## src/rtl/tlc_multi_approach_pkg.sv

```systemverilog
// Shared types for the multi-approach traffic light controller.
// Light codes, FSM states and small constant helpers.
package tlc_pkg;

    localparam logic [1:0] LIGHT_DARK   = 2'b00;
    localparam logic [1:0] LIGHT_RED    = 2'b01;
    localparam logic [1:0] LIGHT_YELLOW = 2'b10;
    localparam logic [1:0] LIGHT_GREEN  = 2'b11;

    localparam logic [2:0] GREEN_IDX_NONE = 3'd7;

    typedef enum logic [3:0] {
        IDLE,
        MAIN_G,
        MAIN_EXT_G,
        MAIN_Y,
        SEC_G,
        SEC_Y,
        CLEAR_Y,
        FLASH,
        ALL_RED
    } state_t;

    function automatic int max2(input int a, input int b);
        return (a > b) ? a : b;
    endfunction

endpackage

```

## src/rtl/tlc_multi_approach_if.sv

```systemverilog
// Road-side bundle: car counts and maintenance request in,
// light codes and green index out.
interface tlc_multi_approach_if #(
    parameter int N_APPR = 3
);
    import tlc_pkg::*;

    logic [8*N_APPR-1:0] cars;
    logic                flash_en;
    logic [2*N_APPR-1:0] ctl;
    logic [2:0]          green_idx;

    modport master (
        output cars,
        output flash_en,
        input  ctl,
        input  green_idx
    );

    modport slave (
        input  cars,
        input  flash_en,
        output ctl,
        output green_idx
    );

endinterface

```

## src/rtl/tlc_multi_approach_picker.sv

```systemverilog
// Round-robin chooser over the secondary approaches.
// Skips approaches with no waiting cars.
module tlc_rr_picker
    import tlc_pkg::*;
#(
    parameter int N_APPR    = 3,
    parameter int THRESHOLD = 45
) (
    input  logic [8*N_APPR-1:0] i_cars,
    input  logic [2:0]          i_rr,
    output logic                o_found,
    output logic [2:0]          o_idx,
    output logic                o_above
);

    int w_pos;

    // Scan from the pointer, wrapping within 1..N_APPR-1; first hit wins.
    always_comb begin
        o_found = 1'b0;
        o_idx   = i_rr;
        o_above = 1'b0;
        w_pos   = 0;
        for (int k = 0; k < N_APPR - 1; k++) begin
            w_pos = int'(i_rr) + k;
            if (w_pos > N_APPR - 1) begin
                w_pos = w_pos - (N_APPR - 1);
            end
            if (!o_found && i_cars[8*w_pos +: 8] != 8'd0) begin
                o_found = 1'b1;
                o_idx   = 3'(w_pos);
                o_above = int'(i_cars[8*w_pos +: 8]) >= THRESHOLD;
            end
        end
    end

endmodule

```

## src/rtl/tlc_multi_approach.sv

```systemverilog
// Multi-approach traffic light controller: main road plus
// round-robin secondaries, with flashing maintenance mode.
module tlc_multi_approach
    import tlc_pkg::*;
#(
    parameter int N_APPR     = 3,
    parameter int THRESHOLD  = 45,
    parameter int MAIN_GREEN = 30,
    parameter int MAIN_EXT   = 30,
    parameter int SEC_GREEN  = 10,
    parameter int YELLOW     = 3,
    parameter int FLASH_HALF = 8
) (
    input logic                 clk,
    input logic                 rst,
    tlc_multi_approach_if.slave bus
);

    localparam int T_MAX = max2(max2(max2(MAIN_GREEN, MAIN_EXT),
                                     max2(SEC_GREEN, YELLOW)),
                                FLASH_HALF);
    localparam int CW = $clog2(T_MAX) + 1;

    localparam logic [CW-1:0] L_MG = CW'(MAIN_GREEN - 1);
    localparam logic [CW-1:0] L_ME = CW'(MAIN_EXT - 1);
    localparam logic [CW-1:0] L_SG = CW'(SEC_GREEN - 1);
    localparam logic [CW-1:0] L_Y  = CW'(YELLOW - 1);
    localparam logic [CW-1:0] L_FH = CW'(FLASH_HALF - 1);

    state_t              r_state;
    state_t              w_state_nx;
    logic [CW-1:0]       r_cnt;
    logic [CW-1:0]       w_cnt_nx;
    logic [2:0]          r_rr;
    logic [2:0]          w_rr_nx;
    logic [2:0]          r_tgt;
    logic [2:0]          w_tgt_nx;
    logic [2:0]          r_clr;
    logic [2:0]          w_clr_nx;
    logic                r_fon;
    logic                w_fon_nx;
    logic                r_pend;
    logic                w_pend_nx;
    logic [2*N_APPR-1:0] r_ctl;
    logic [2*N_APPR-1:0] w_ctl_nx;
    logic [2:0]          r_gidx;
    logic [2:0]          w_gidx_nx;
    logic [1:0]          w_lt;
    logic                w_last;
    logic                w_found;
    logic                w_above;
    logic [2:0]          w_pick;
    logic [2:0]          w_rr_adv;

    tlc_rr_picker #(
        .N_APPR    (N_APPR),
        .THRESHOLD (THRESHOLD)
    ) u_picker (
        .i_cars  (bus.cars),
        .i_rr    (r_rr),
        .o_found (w_found),
        .o_idx   (w_pick),
        .o_above (w_above)
    );

    assign w_rr_adv = (r_tgt >= 3'(N_APPR - 1)) ? 3'd1 : r_tgt + 3'd1;

    // Last cycle of the current phase, per phase length.
    always_comb begin
        w_last = 1'b0;
        case (r_state)
            MAIN_G:     w_last = (r_cnt == L_MG);
            MAIN_EXT_G: w_last = (r_cnt == L_ME);
            SEC_G:      w_last = (r_cnt == L_SG);
            MAIN_Y,
            SEC_Y,
            CLEAR_Y,
            ALL_RED:    w_last = (r_cnt == L_Y);
            FLASH:      w_last = (r_cnt == L_FH);
            default:    w_last = 1'b0;
        endcase
    end

    // Next-state, counter and latched-context logic.
    always_comb begin
        w_state_nx = r_state;
        w_cnt_nx   = r_cnt + CW'(1);
        w_rr_nx    = r_rr;
        w_tgt_nx   = r_tgt;
        w_clr_nx   = r_clr;
        w_fon_nx   = r_fon;
        w_pend_nx  = r_pend;
        case (r_state)
            IDLE: begin
                w_state_nx = bus.flash_en ? FLASH : MAIN_G;
                w_fon_nx   = 1'b1;
            end
            MAIN_G: begin
                if (bus.flash_en) begin
                    w_state_nx = CLEAR_Y;
                    w_clr_nx   = 3'd0;
                end else if (w_last) begin
                    w_cnt_nx = '0;
                    if (w_found) begin
                        w_tgt_nx   = w_pick;
                        w_state_nx = w_above ? MAIN_Y : MAIN_EXT_G;
                    end
                end
            end
            MAIN_EXT_G: begin
                if (bus.flash_en) begin
                    w_state_nx = CLEAR_Y;
                    w_clr_nx   = 3'd0;
                end else if (w_last) begin
                    w_state_nx = MAIN_Y;
                end
            end
            MAIN_Y: begin
                w_pend_nx = r_pend | bus.flash_en;
                if (w_last) begin
                    w_pend_nx  = 1'b0;
                    w_fon_nx   = 1'b1;
                    w_state_nx = (r_pend | bus.flash_en) ? FLASH : SEC_G;
                end
            end
            SEC_G: begin
                if (bus.flash_en) begin
                    w_state_nx = CLEAR_Y;
                    w_clr_nx   = r_tgt;
                end else if (w_last) begin
                    w_state_nx = SEC_Y;
                end
            end
            SEC_Y: begin
                w_pend_nx = r_pend | bus.flash_en;
                if (w_last) begin
                    w_pend_nx  = 1'b0;
                    w_fon_nx   = 1'b1;
                    w_rr_nx    = w_rr_adv;
                    w_state_nx = (r_pend | bus.flash_en) ? FLASH : MAIN_G;
                end
            end
            CLEAR_Y: begin
                if (w_last) begin
                    w_state_nx = FLASH;
                    w_fon_nx   = 1'b1;
                end
            end
            FLASH: begin
                if (!bus.flash_en) begin
                    w_state_nx = ALL_RED;
                end else if (w_last) begin
                    w_cnt_nx = '0;
                    w_fon_nx = ~r_fon;
                end
            end
            ALL_RED: begin
                if (w_last) begin
                    w_state_nx = MAIN_G;
                end
            end
            default: begin
                w_state_nx = IDLE;
                w_cnt_nx   = '0;
            end
        endcase
        if (w_state_nx != r_state) begin
            w_cnt_nx = '0;
        end
    end

    // Decode the lights of the state being entered.
    always_comb begin
        w_ctl_nx  = '0;
        w_gidx_nx = GREEN_IDX_NONE;
        w_lt      = LIGHT_DARK;
        for (int i = 0; i < N_APPR; i++) begin
            case (w_state_nx)
                MAIN_G,
                MAIN_EXT_G: w_lt = (i == 0) ? LIGHT_GREEN : LIGHT_RED;
                MAIN_Y,
                SEC_Y:      w_lt = (i == 0 || 3'(i) == w_tgt_nx)
                                   ? LIGHT_YELLOW : LIGHT_RED;
                SEC_G:      w_lt = (3'(i) == w_tgt_nx)
                                   ? LIGHT_GREEN : LIGHT_RED;
                CLEAR_Y:    w_lt = (3'(i) == w_clr_nx)
                                   ? LIGHT_YELLOW : LIGHT_RED;
                FLASH:      w_lt = w_fon_nx ? LIGHT_YELLOW : LIGHT_DARK;
                ALL_RED:    w_lt = LIGHT_RED;
                default:    w_lt = LIGHT_DARK;
            endcase
            w_ctl_nx[2*i +: 2] = w_lt;
        end
        case (w_state_nx)
            MAIN_G,
            MAIN_EXT_G: w_gidx_nx = 3'd0;
            SEC_G:      w_gidx_nx = w_tgt_nx;
            default:    w_gidx_nx = GREEN_IDX_NONE;
        endcase
    end

    // State, counter and context registers.
    always_ff @(posedge clk or negedge rst) begin
        if (!rst) begin
            r_state <= IDLE;
            r_cnt   <= '0;
            r_rr    <= 3'd1;
            r_tgt   <= 3'd1;
            r_clr   <= 3'd0;
            r_fon   <= 1'b1;
            r_pend  <= 1'b0;
        end else begin
            r_state <= w_state_nx;
            r_cnt   <= w_cnt_nx;
            r_rr    <= w_rr_nx;
            r_tgt   <= w_tgt_nx;
            r_clr   <= w_clr_nx;
            r_fon   <= w_fon_nx;
            r_pend  <= w_pend_nx;
        end
    end

    // Registered lights so ctl always matches the current state.
    always_ff @(posedge clk or negedge rst) begin
        if (!rst) begin
            r_ctl  <= '0;
            r_gidx <= GREEN_IDX_NONE;
        end else begin
            r_ctl  <= w_ctl_nx;
            r_gidx <= w_gidx_nx;
        end
    end

    assign bus.ctl       = r_ctl;
    assign bus.green_idx = r_gidx;

endmodule
```

## src/flat_wrapper.sv

```systemverilog
// flat-port wrapper written by rule: the top's interface ports become plain ports
module tlc_multi_approach_flat import tlc_pkg::*;
#(
    parameter int N_APPR     = 3,
    parameter int THRESHOLD  = 45,
    parameter int MAIN_GREEN = 30,
    parameter int MAIN_EXT   = 30,
    parameter int SEC_GREEN  = 10,
    parameter int YELLOW     = 3,
    parameter int FLASH_HALF = 8
)
  (clk, rst, bus_cars, bus_flash_en, bus_ctl, bus_green_idx);
  tlc_multi_approach_if #(.N_APPR(N_APPR)) bus_i ();
  input logic clk;
  input logic rst;
  input wire logic [$bits(bus_i.cars)-1:0] bus_cars;
  input wire logic [$bits(bus_i.flash_en)-1:0] bus_flash_en;
  output wire logic [$bits(bus_i.ctl)-1:0] bus_ctl;
  output wire logic [$bits(bus_i.green_idx)-1:0] bus_green_idx;
  assign bus_i.cars = bus_cars;
  assign bus_i.flash_en = bus_flash_en;
  assign bus_ctl = bus_i.ctl;
  assign bus_green_idx = bus_i.green_idx;
  tlc_multi_approach #(.N_APPR(N_APPR), .THRESHOLD(THRESHOLD), .MAIN_GREEN(MAIN_GREEN), .MAIN_EXT(MAIN_EXT), .SEC_GREEN(SEC_GREEN), .YELLOW(YELLOW), .FLASH_HALF(FLASH_HALF)) u_core (.clk(clk), .rst(rst), .bus(bus_i));
endmodule
```

## config.mk

```make
export PLATFORM = sky130hd
export DESIGN_NAME = tlc_multi_approach_flat
export DESIGN_NICKNAME = d
export VERILOG_FILES = /design/src/rtl/tlc_multi_approach_pkg.sv /design/src/rtl/tlc_multi_approach_if.sv /design/src/rtl/tlc_multi_approach_picker.sv /design/src/rtl/tlc_multi_approach.sv /design/src/flat_wrapper.sv
export SDC_FILE = /design/constraint.sdc
export NUM_CORES = 1
export LEC_CHECK = 0
export ABC_CLOCK_PERIOD_IN_PS = 5200
export BUFFER_PORTS_ARGS = -buffer_cell sky130_fd_sc_hd__buf_4
export CAP_MARGIN = 0
export CORE_MARGIN = 2
export CORE_UTILIZATION = 42
export DETAILED_ROUTE_END_ITERATION = 7
export SLEW_MARGIN = 20
export SYNTH_ARGS = -nofsm -noshare
export SYNTH_HDL_FRONTEND = slang
export SYNTH_SLANG_ARGS = --single-unit
```

## constraint.sdc

```tcl
create_clock -name clk -period 5.2 [get_ports clk]
set_input_delay 0.26 -clock clk [delete_from_list [all_inputs] [get_ports clk]]
set_output_delay 0.26 -clock clk [all_outputs]
set_load 0.005 [all_outputs]
```

==> results of run 1 <==
[through the flow]
step	worst slack (ps)	utilization [%]	instances
final	805.7	49.69	498
after global routing	476.5	49.69	498
after CTS	808.1	49.69	498
after detailed placement	830.5	48.34	489
after global placement	965.0	48.34	489
after floorplan	965.8	-	377
[cell type report]
class | count | area [sq um]
clock buffers | 6 | 72.57
clock inverters | 2 | 10.01
fillers | 686 | 3456
inverters | 15 | 56.30
multi-input cells | 308 | 2086
flip-flops and latches | 30 | 758.2
well taps | 96 | 120.1
repair buffers | 41 | 310.3
[cells in the final DEF, fill, tap and decap left out, types with 6 or more instances in the layout]
master,instances
o31ai_1,6
nand3_1,21
a211oi_1,7
a21oi_1,24
dfrtp_1,24
nand2_1,25
ha_1,9
buf_4,40
nor2b_1,7
mux2i_1,9
inv_1,13
nor2_1,28
dfstp_2,6
xnor2_1,8
nor3_1,20
a31oi_1,6
nand2b_1,8
o21bai_1,6
nor3b_1,6
o21ai_0,11
[layer usage]
layer  vias up  wire length (microns)  global-route usage (%)
li1       1492                      -                       -
met1      1456                   3873                   30.76
met2       107                   3654                   32.97
met3        15                    385                   2.124
met4         0                    197                   8.127
met5         -                      0                       0
[worst paths after layout]
kind / start / to / slack [ps] / depth (start not counted)
max in group asynchronous: rst / u_core.r_rr[0]$_DFFE_PN1P_ / 4450 / 2
worst max-delay path: u_core.r_rr[0]$_DFFE_PN1P_ / u_core.bus.ctl[5]$_DFF_PN0_ / 810 / 16
min in group asynchronous: rst / u_core.r_state[1]$_DFF_PN0_ / 440 / 2
worst min-delay path: bus_flash_en / u_core.r_pend$_DFFE_PN0P_ / 370 / 3
worst min register to register: u_core.r_clr[0]$_DFF_PN0_ / u_core.r_clr[0]$_DFF_PN0_ / 540 / 1
worst max register to register: u_core.r_rr[0]$_DFFE_PN1P_ / u_core.bus.ctl[5]$_DFF_PN0_ / 810 / 16
[cell families after synthesis]
| group | synth area share, % |
|---|---|
| adders and majority gates | 3.719 |
| DFF | 25.04 |
| xor gates and xnor gates | 3.430 |
| AOI/OAI and AO/OA | 29.92 |
| buffers and inverters | 6.074 |
| muxes | 3.347 |
| and+or+nand+nor | 28.47 |
[sequential cells by signal, summed over array words and instances (netlist names)]
signal and cells:
u_core.bus.ctl 6, u_core.r_cnt 6, u_core.r_state 4, u_core.bus.green_idx 3, u_core.r_clr 3, u_core.r_rr 3, u_core.r_tgt 3, u_core.r_fon 1
u_core.r_pend 1
[worst reg2reg max path: stages (launching register included)]
cell and delay (ps):
dfstp_2 530, buf_4 350, ha_1 280, xnor2_1 130, ha_1 240, ha_1 220, and4_1 270, nand2b_1 160
a221o_1 300, a32oi_1 220, and4bb_2 310, nand3_1 80, a41o_1 180, and2_1 460, inv_1 170, a21boi_0 260
o32ai_1 110
[power groups by stage]
stage               clock [W]  sequential (W)  combinational [W]
floorplan                   0        0.000372            0.00113
global placement            0        0.000433            0.00136
detailed placement          0        0.000432            0.00138
CTS                  0.000184        0.000428            0.00138
global route         0.000193        0.000443            0.00155
finish               0.000176        0.000429            0.00139
==> metrics.md, run 1 <==
| Metric | Value |
|---|---|
| Status | `finished clean` |
| Clk sink count | `30` |
| Clock Skew | `~10 ps` |
| Wirelength per Cell | `between 15 and 20 microns` |
| Clk_lat worst skew | `about 280 ps` |
| Vias per cell | `6.165` |
| CP Class | `reg2reg` |
| Boundary Pins | `36` |
| Period utilisation layout | `84.51%` |
| Comb power frac | `a little over two thirds` |
| Die Ht | `88.91 microns` |
| Synthesized cell area | `0.003028 sq mm` |
| Register bit count reported by yosys | `30` |
| Crit path buffers/inverters | `2` |
| Crit-path leading delay family | `simple AND/OR/NAND/NOR gates` |
| Avg Inst Size Synth | `between 8 and 9 sq um` |
| Post_cts resized | `0` |
| Total wire length | `just over 8 mm` |
| Register share of total power | `between 20% and 30%` |
| Post-route cell area | `about 0.0034 sq mm` |
| Clk pin slew, worst setup/hold paths | `~70 ps` |
| CTS max path bufs | `2` |
| Vias | `3,070` |
| Setup Viol. Count Final | `0` |
| Crit-path slowest cell | `dfstp_2` |
| First-pass GRT wire length | `13.23 mm` |
| H-tree levels | `2` |
| Antenna diode count | `0` |
| Critical-path cell list | `buf_4 -> ha_1 -> xnor2_1 -> ha_1 -> ha_1 -> and4_1 -> nand2b_1 -> a221o_1 -> a32oi_1 -> and4bb_2 -> nand3_1 -> a41o_1 -> and2_1 -> inv_1 -> a21boi_0 -> o32ai_1` |
| Max frequency | `227.6 MHz` |
| Drt drc | `0` |
| Hold slack | `366.8 ps` |
| Switch share | `50.76%` |
| Worst Hold Class | `in2reg` |
| Setup Fix Bufs, Post-CTS | `0` |
| Most used cell, CP | `ha_1` |
| Mapped Cells | `377` |
| Relative slew slack | `40.53%` |
| Total CTS buffers | `5` |
| Setup TNS | `0 ps` |
| Clk pwr share | `8.8%` |
| FP Rows | `30` |
| NumNets Final | `approximately 440` |
| PortBufs | `35` |
| Max-slew violations | `0` |
| Signal arrival time at the worst endpoint | `4540 ps` |
| Vias in the first global route | `2,769` |
| Initial Util | `44.08%` |
| Register area share after synthesis | `25.04%` |
| Yosys cell types | `79` |
| Grt ovf | `0` |
| Leak | `between 1 and 1.5 nW` |
| TritonCTS clock tree | `yes` |
| Fin. Hold Viols | `0` |
| Total Power | `about 0.002 W` |
| Post-DP HPWL | `approximately 6.1 mm` |
| RSZ-0062 raised after global routing | `no` |
| CP Capture Type | `flip-flop` |
| Synth warn | `0` |
| Data required, critical path | `5350 ps` |
| CTS Root Cell | `clkbuf_8` |
| Post-synth EDFFs | `0` |
| Top cells by area, synth | `dfrtp_1 (20%), dfstp_2 (5.2%), a21oi_1 (4.0%)` |
| Yosys top cell by area | `dfrtp_1` |
| Initial DRT Pass Iterations | `5` |
| Top post-synthesis cells by count | `nor2_1 (28), nand2_1 (25), a21oi_1 (24), dfrtp_1 (24), nand3_1 (21)` |
| Layout area overhead | `12.73%` |
| Die W | `88.91 microns` |
| Slew @ Worst Pin | `891.1 ps` |
| Top_reg_cell synth | `dfrtp_1` |
| Pin count of the biggest net entering global routing | `42` |
| Cell with the most instances after synthesis | `nor2_1` |
| RD Place Congestion | `roughly 0.87` |
| Placed Area | `roughly 0.0033 sq mm` |
| Crit path time final | `about 4400 ps` |
| Worst-path fanout max | `41` |
| Final ANT Viol Nets | `0` |
| Post-synth ARST share | `100.0%` |
| NetSw | `slightly above 0.001 W` |
| Synth Net Count | `413` |
| Cts hold-fix bufs | `1` |
| Maxcap violations | `0` |
| Initial antenna violation count | `0` |
| CP Launch Type | `flip-flop` |
| Full die area | `0.007904 sq mm` |
| Internal | `0.0009848 W` |
| Peak VDD IR | `0.2708 mV` |
| Share of the synthesized area in the top cell type | `19.83%` |
| Core box area | `0.006869 sq mm` |
| GRT Total Usage | `21.31%` |
| Max incr delay on CP | `approximately 530 ps` |
| Power Density | `just under 600 mW/mm^2` |
| Drt initial violations | `between 200 and 250` |
| Share of cells above drive strength 1 | `17.16%` |
(Power assumes the default switching activity.)
==> run 2: changes to the inputs <==
--- a/config.mk
+++ b/config.mk
@@ -5,7 +5,7 @@
 export SDC_FILE = /design/constraint.sdc
 export NUM_CORES = 1
 export LEC_CHECK = 0
-export ABC_CLOCK_PERIOD_IN_PS = 5200
+export ABC_CLOCK_PERIOD_IN_PS = 4300
 export BUFFER_PORTS_ARGS = -buffer_cell sky130_fd_sc_hd__buf_4
 export CAP_MARGIN = 0
 export CORE_MARGIN = 2
==> constraint.sdc (replaced) <==
create_clock -name clk -period 4.3 [get_ports clk]
set_input_delay 0.215 -clock clk [delete_from_list [all_inputs] [get_ports clk]]
set_output_delay 0.215 -clock clk [all_outputs]
set_load 0.005 [all_outputs]
==> run 2 against run 1 <==
Global-route usage grew 0.73 points; maximum frequency rose by 11%; count of clock-buffer cells in the layout up 1; highest routed layer unchanged; cell area grew 3.2%; register-to-register slack lost 470 ps; sequential power rose by 16%; non-clock buffer count is 12 higher; first-iteration DRC count is 8.3% lower; largest cell class unchanged; clock power increased by 29%; worst setup slack lost 470 ps.
==> metrics.md, run 2 (same netlist as run 1, synthesis figures left out) <==
| Metric | Value |
|---|---|
| Grt ovf | `0 (unchanged)` |
| Maxcap violations | `0 (unchanged)` |
| Layout area overhead | `16.32%` |
| H-tree levels | `2 (unchanged)` |
| Max-slew violations | `0 (unchanged)` |
| Period utilisation layout | `92.27% (+7.8 points)` |
| Boundary Pins | `36 (unchanged)` |
| Vias in the first global route | `2,853 (+3.0%)` |
| Final Core Density | `51.28% (+1.6 points)` |
| Clk pwr share | `9.0% (+0.2 points)` |
| CTS Root Cell | `clkbuf_8` |
| Wirelength per Cell | `16.13 microns (-0.97%)` |
| Power Density | `714.9 mW/mm^2 (+22%)` |
| Setup Viol. Count Final | `0 (unchanged)` |
| Die W | `88.91 microns (unchanged)` |
| Total CTS buffers | `5 (unchanged)` |
| CTS max path bufs | `2 (unchanged)` |
| CP Class | `reg2reg` |
| Vias per cell | `6.041 (-2.0%)` |
| Total Power | `0.002518 W (+26%)` |
| Crit path time final | `3968 ps (-426.6 ps)` |
| Met3 wire len | `391 microns (+1.6%)` |
| Drt drc | `0 (unchanged)` |
| Antenna diode count | `0 (unchanged)` |
| Worst-path fanout max | `14 (-66%)` |
| Die Ht | `88.91 microns (unchanged)` |
| Register share of total power | `19.8% (-1.7 points)` |
| Worst Hold Class | `in2reg` |
| Peak VDD IR | `0.4050 mV (+50%)` |
| RSZ-0062 raised after global routing | `no` |
| RD Place Congestion | `0.8896 (+2.7%)` |
| Internal | `0.001268 W (+29%)` |
| Clk sink count | `30 (unchanged)` |
| NetSw | `0.001250 W (+23%)` |
| Clk pin slew, worst setup/hold paths | `60 ps (about the same)` |
| Initial Util | `44.08% (unchanged)` |
| Post-DP HPWL | `6.132 mm (about the same)` |
| Share of cells above drive strength 1 | `20.05% (+2.9 points)` |
| Signal arrival time at the worst endpoint | `4110 ps (-430 ps)` |
| TritonCTS clock tree | `yes` |
| Max frequency | `252.0 MHz (+11%)` |
| DR top layer | `met4` |
| Switch share | `49.65% (-1.1 points)` |
| Most common cell after layout, fill and taps aside | `buf_4` |
| Commonest non-fill, non-tap cells in the layout | `buf_4 (52), nor2_1 (28), nand2_1 (25)` |
| Total wire length | `8.225 mm (+1.4%)` |
| Clock Skew | `4.993 ps (-5.458 ps)` |
| Drt initial violations | `222 (-8.3%)` |
| PortBufs | `35 (unchanged)` |
| Comb power frac | `71.2% (+1.5 points)` |
| Slew @ Worst Pin | `635.5 ps (-255.6 ps)` |
| Setup TNS | `0 ps (unchanged)` |
| Leak | `1.402 nW (+4.7%)` |
| FP Rows | `30 (unchanged)` |
| Relative slew slack | `57.63% (+17 points)` |
| CP Capture Type | `flip-flop` |
| Clk_lat worst skew | `280 ps (about the same)` |
| Initial DRT Pass Iterations | `4 (-1)` |
| Data required, critical path | `4450 ps (-900 ps)` |
| Setup Fix Bufs, Post-CTS | `0 (unchanged)` |
| Core box area | `0.006869 sq mm (unchanged)` |
| Full die area | `0.007904 sq mm (unchanged)` |
| CP Launch Type | `flip-flop` |
| GRT Total Usage | `22.04% (+0.73 points)` |
| Final ANT Viol Nets | `0 (unchanged)` |
| NumNets Final | `449 (+2.7%)` |
| Routed length on met2 | `3.695 mm (+1.1%)` |
| First-pass GRT wire length | `13.95 mm (+5.4%)` |
| Wl on met1 | `4.033 mm (+4.1%)` |
| Vias | `3,081 (+0.36%)` |
| Initial antenna violation count | `0 (unchanged)` |
| Status | `finished clean` |
| Fin. Hold Viols | `0 (unchanged)` |
| Pin count of the biggest net entering global routing | `41 (-2.4%)` |
## run 2: changes by cell type in the layout (fill, tap and decap cells not counted), sizes merged
cell    before  now
buf         40   52
clkbuf       6    7
clkinv       3    2
## run 2: critical path, stage by stage (launching register included)
cell and delay [ps]:
dfstp_2 540, clkinv_1 80, ha_1 330, ha_1 220, ha_1 220, a311oi_2 230, buf_4 240, a32oi_1 120
a22o_1 250, o31ai_1 230, a21oi_1 100, o311a_1 330, and2_1 270, buf_4 200, o311ai_0 290, o21ai_0 160
## run 2: routing by layer
metal,track usage (%),up-vias
met4,6.336,0
met5,0,-
met3,2.124,9
met2,33.92,86
met1,32.87,1464
li1,-,1522
## run 2: layout make-up
type	instances	area [sq um]
Fill cell	679	3347
Inverter	15	56.30
Multi-Input combinational cell	308	2096
Timing Repair Buffer	53	400.4
Clock inverter	1	5.005
Sequential cell	30	758.2
Tap cell	96	120.1
Clock buffer	7	86.33
## run 2: per-stage QoR
step	cells	worst slack [ps]	hold WS [ps]	instance area (sq um)
2_1_floorplan	377	65.84	-80.59	3028
6_report	510	332.3	332.8	3522
5_1_grt	510	76.46	376.5	3522
4_1_cts	510	273.5	333.4	3512
3_5_place_dp	501	333.4	158.5	3411
3_3_place_gp	501	438.5	160.1	3411
## run 2: power by group through the flow
stage	logic [W]	registers, W	clock network, W
floorplan	0.00137	0.000450	0
CTS	0.00177	0.000494	0.000234
global placement	0.00175	0.000499	0
detailed placement	0.00175	0.000497	0
finish	0.00179	0.000498	0.000227
global route	0.00199	0.000510	0.000245
## run 2: worst paths after layout
path                                             from                     endpoint  slack [ps]  cells past startpoint
max in group asynchronous                         rst       u_core.r_fon$_DFF_PN1_        3590                      2
min in group asynchronous                         rst   u_core.r_rr[2]$_DFFE_PN0P_         390                      2
max                        u_core.r_rr[0]$_DFFE_PN1P_  u_core.bus.ctl[2]$_DFF_PN0_         330                     15
max reg2reg                u_core.r_rr[0]$_DFFE_PN1P_  u_core.bus.ctl[2]$_DFF_PN0_         330                     15
min reg2reg                u_core.r_rr[1]$_DFFE_PN0P_   u_core.r_rr[1]$_DFFE_PN0P_         510                      1
min                                      bus_flash_en    u_core.r_pend$_DFFE_PN0P_         330                      3
## run 2: repair_timing
| item | in CTS | in global routing |
|---|---|---|
| hold buffers | 1 | 0 |
| resized for setup | 0 | 2 |
| endpoints found under the hold margin | 24 | 0 |
| endpoints found under the setup margin | 0 | 1 |
==> run 3: changes to the inputs <==
--- a/config.mk
+++ b/config.mk
@@ -5,7 +5,7 @@
 export SDC_FILE = /design/constraint.sdc
 export NUM_CORES = 1
 export LEC_CHECK = 0
-export ABC_CLOCK_PERIOD_IN_PS = 4300
+export ABC_CLOCK_PERIOD_IN_PS = 4650
 export BUFFER_PORTS_ARGS = -buffer_cell sky130_fd_sc_hd__buf_4
 export CAP_MARGIN = 0
 export CORE_MARGIN = 2
==> constraint.sdc (replaced) <==
create_clock -name clk -period 4.65 [get_ports clk]
set_input_delay 0.2325 -clock clk [delete_from_list [all_inputs] [get_ports clk]]
set_output_delay 0.2325 -clock clk [all_outputs]
set_load 0.005 [all_outputs]
==> run 3 against run 2 <==
Cell area decreased by 2.0%; maximum frequency shrank 5.3%; first-iteration DRC count is 9.9% lower; non-clock buffer count down 8; clock power shrank 4%; critical path type unchanged; global-route usage decreased by 0.29 points; cell count fell by 1.6%; largest power group unchanged; critical path depth fell by 1; routed wire length grew 0.63%; count of clock-buffer cells in the layout unchanged; die area unchanged; combinational power fell by 11%.
==> metrics.md, run 3 (same netlist as run 1, synthesis figures left out) <==
| Metric | Value |
|---|---|
| Status | `finished clean` |
| CTS Root Cell | `clkbuf_8` |
| Layout area overhead | `14.01%` |
| Commonest non-fill, non-tap cells in the layout | `buf_4 (44), nor2_1 (28), nand2_1 (25)` |
| Wirelength per Cell | `16.49 microns (+2.2%)` |
| Max frequency | `238.6 MHz (-5.3%)` |
| Clock Skew | `2.901 ps (-2.093 ps)` |
| Pin count of the biggest net entering global routing | `34 (-17%)` |
| First-pass GRT wire length | `13.54 mm (-2.9%)` |
| Setup Viol. Count Final | `0 (unchanged)` |
| Sequential cell area | `758.2 sq um (unchanged)` |
| Total wire length | `8.277 mm (+0.63%)` |
| Most used cell, CP | `ha_1` |
| Data required, critical path | `4790 ps (+340 ps)` |
| Crit path buffers/inverters | `0 (-3)` |
| Vias per cell | `6.159 (+2.0%)` |
| Hold slack | `353.5 ps (+20.64 ps)` |
| CP Launch Type | `flip-flop` |
| NumNets Final | `441 (-1.8%)` |
| Maxcap violations | `0 (unchanged)` |
| RSZ-0062 raised after global routing | `no` |
| Vias in the first global route | `2,740 (-4.0%)` |
| Setup TNS | `0 ps (unchanged)` |
| Layout Cells excl Fill | `502 (-1.6%)` |
| Drt drc | `0 (unchanged)` |
| Crit path time final | `4191 ps (+223.6 ps)` |
| Placed Area | `0.003351 sq mm (-1.8%)` |
| Fin. Hold Viols | `0 (unchanged)` |
| Die W | `88.91 microns (unchanged)` |
| Initial antenna violation count | `0 (unchanged)` |
| Vias | `3,092 (+0.36%)` |
| Leak | `1.361 nW (-2.9%)` |
| FP Rows | `30 (unchanged)` |
| Core box area | `0.006869 sq mm (unchanged)` |
| Critical-path cell list | `ha_1 -> xnor2_1 -> ha_1 -> ha_1 -> and4_1 -> a211oi_1 -> nand4_1 -> a22o_1 -> o31ai_1 -> a21oi_1 -> o311a_1 -> and2_1 -> xnor2_1 -> nor3_1` |
| Die Ht | `88.91 microns (unchanged)` |
| Boundary Pins | `36 (unchanged)` |
| Placed cell count | `493 (-1.6%)` |
| Period utilisation layout | `90.14% (-2.1 points)` |
| Area of the multi-input gates | `0.002086 sq mm (-0.48%)` |
| Share of cells above drive strength 1 | `17.98% (-2.1 points)` |
| Initial Util | `44.08% (unchanged)` |
| CP Class | `reg2reg` |
| PortBufs | `35 (unchanged)` |
| CTS max path bufs | `2 (unchanged)` |
| Post-DP HPWL | `6.249 mm (+1.9%)` |
| Most common cell after layout, fill and taps aside | `buf_4` |
| Worst Hold Class | `in2reg` |
| Post-route cell area | `0.003452 sq mm (-2.0%)` |
| Antenna diode count | `0 (unchanged)` |
| Drt initial violations | `200 (-9.9%)` |
| Post_cts resized | `0 (unchanged)` |
| Slew @ Worst Pin | `701.4 ps (+65.84 ps)` |
| Filler cells | `681 (+0.29%)` |
| Final ANT Viol Nets | `0 (unchanged)` |
| Full die area | `0.007904 sq mm (unchanged)` |
| Clk sink count | `30 (unchanged)` |
| Initial DRT Pass Iterations | `5 (+1)` |
| H-tree levels | `2 (unchanged)` |
| Relative slew slack | `53.12% (-4.5 points)` |
| Crit-path slowest cell | `dfrtp_1` |
| Clk pin slew, worst setup/hold paths | `60 ps (about the same)` |
| Max-slew violations | `0 (unchanged)` |
| Signal arrival time at the worst endpoint | `4330 ps (+220 ps)` |
| RD Place Congestion | `0.8697 (-2.2%)` |
| GRT Total Usage | `21.75% (-0.29 points)` |
| Clk_lat worst skew | `280 ps (about the same)` |
| Total Power | `0.002275 W (-9.7%)` |
| Total CTS buffers | `5 (unchanged)` |
| Crit-path leading delay family | `compound AO/OA/AOI/OAI gates` |
| CP Capture Type | `flip-flop` |
| Power Density | `658.9 mW/mm^2 (-7.8%)` |
| TritonCTS clock tree | `yes` |
| Peak VDD IR | `0.3335 mV (-18%)` |
| Grt ovf | `0 (unchanged)` |
| Max incr delay on CP | `680 ps (+140 ps)` |
| Worst-path fanout max | `18 (+4)` |
==> run 3: cell types whose count changed in the layout (fill, tap and decap cells not counted), sizes merged <==
cell	change
buf	-8
==> run 3: tightest hold or removal path: stages <==
cell	delay, ps
buf_4	170
a21oi_1	130
a21oi_1	50
==> run 3: report_power, final <==
group	switching (W)	internal, W
logic	0.000943	0.000646
clock network	0.0000980	0.000119
registers	0.000106	0.000363
==> run 3: timing repair <==
action                                 in CTS  in global routing
hold buffers                                1                  0
buffers inserted                            0                  0
endpoints found under the hold margin      24                  0
==> run 3: path summary, 6_finish.rpt <==
| kind | start | slack [ps] | depth (start not counted) | to |
|---|---|---|---|---|
| max | u_core.r_rr[1]$_DFFE_PN0P_ | 460 | 14 | u_core.r_cnt[4]$_DFF_PN0_ |
| min | bus_flash_en | 350 | 3 | u_core.r_pend$_DFFE_PN0P_ |
| max reg2reg | u_core.r_rr[1]$_DFFE_PN0P_ | 460 | 14 | u_core.r_cnt[4]$_DFF_PN0_ |
| min reg2reg | u_core.r_clr[2]$_DFF_PN0_ | 550 | 1 | u_core.r_clr[2]$_DFF_PN0_ |
| max in group asynchronous | rst | 3920 | 2 | u_core.r_fon$_DFF_PN1_ |
| min in group asynchronous | rst | 410 | 2 | u_core.r_rr[2]$_DFFE_PN0P_ |
==> run 3: cell type report <==
class | count | share of cell area (%)
multi-input cells | 308 | 60.42
flip-flops and latches | 30 | 21.96
repair buffers | 45 | 9.859
well taps | 96 | 3.480
clock buffers | 7 | 2.501
inverters | 15 | 1.631
clock inverters | 1 | 0.1450
==> run 3: per-stage QoR <==
step	setup slack (ps)	utilization (%)
after floorplan	415.8	-
after global placement	623.7	48.78
after detailed placement	486.0	48.78
after CTS	464.6	50.26
after global routing	20.65	50.26
final	458.7	50.26
==> run 3: per-layer routing <==
| metal | vias to the layer above | GRT usage [%] | wire length [microns] |
|---|---|---|---|
| li1 | 1497 | - | - |
| met1 | 1463 | 32.20 | 3895 |
| met2 | 118 | 34.33 | 3824 |
| met3 | 14 | 1.385 | 434 |
| met4 | 0 | 6.198 | 123 |
| met5 | - | 0 | 0 |
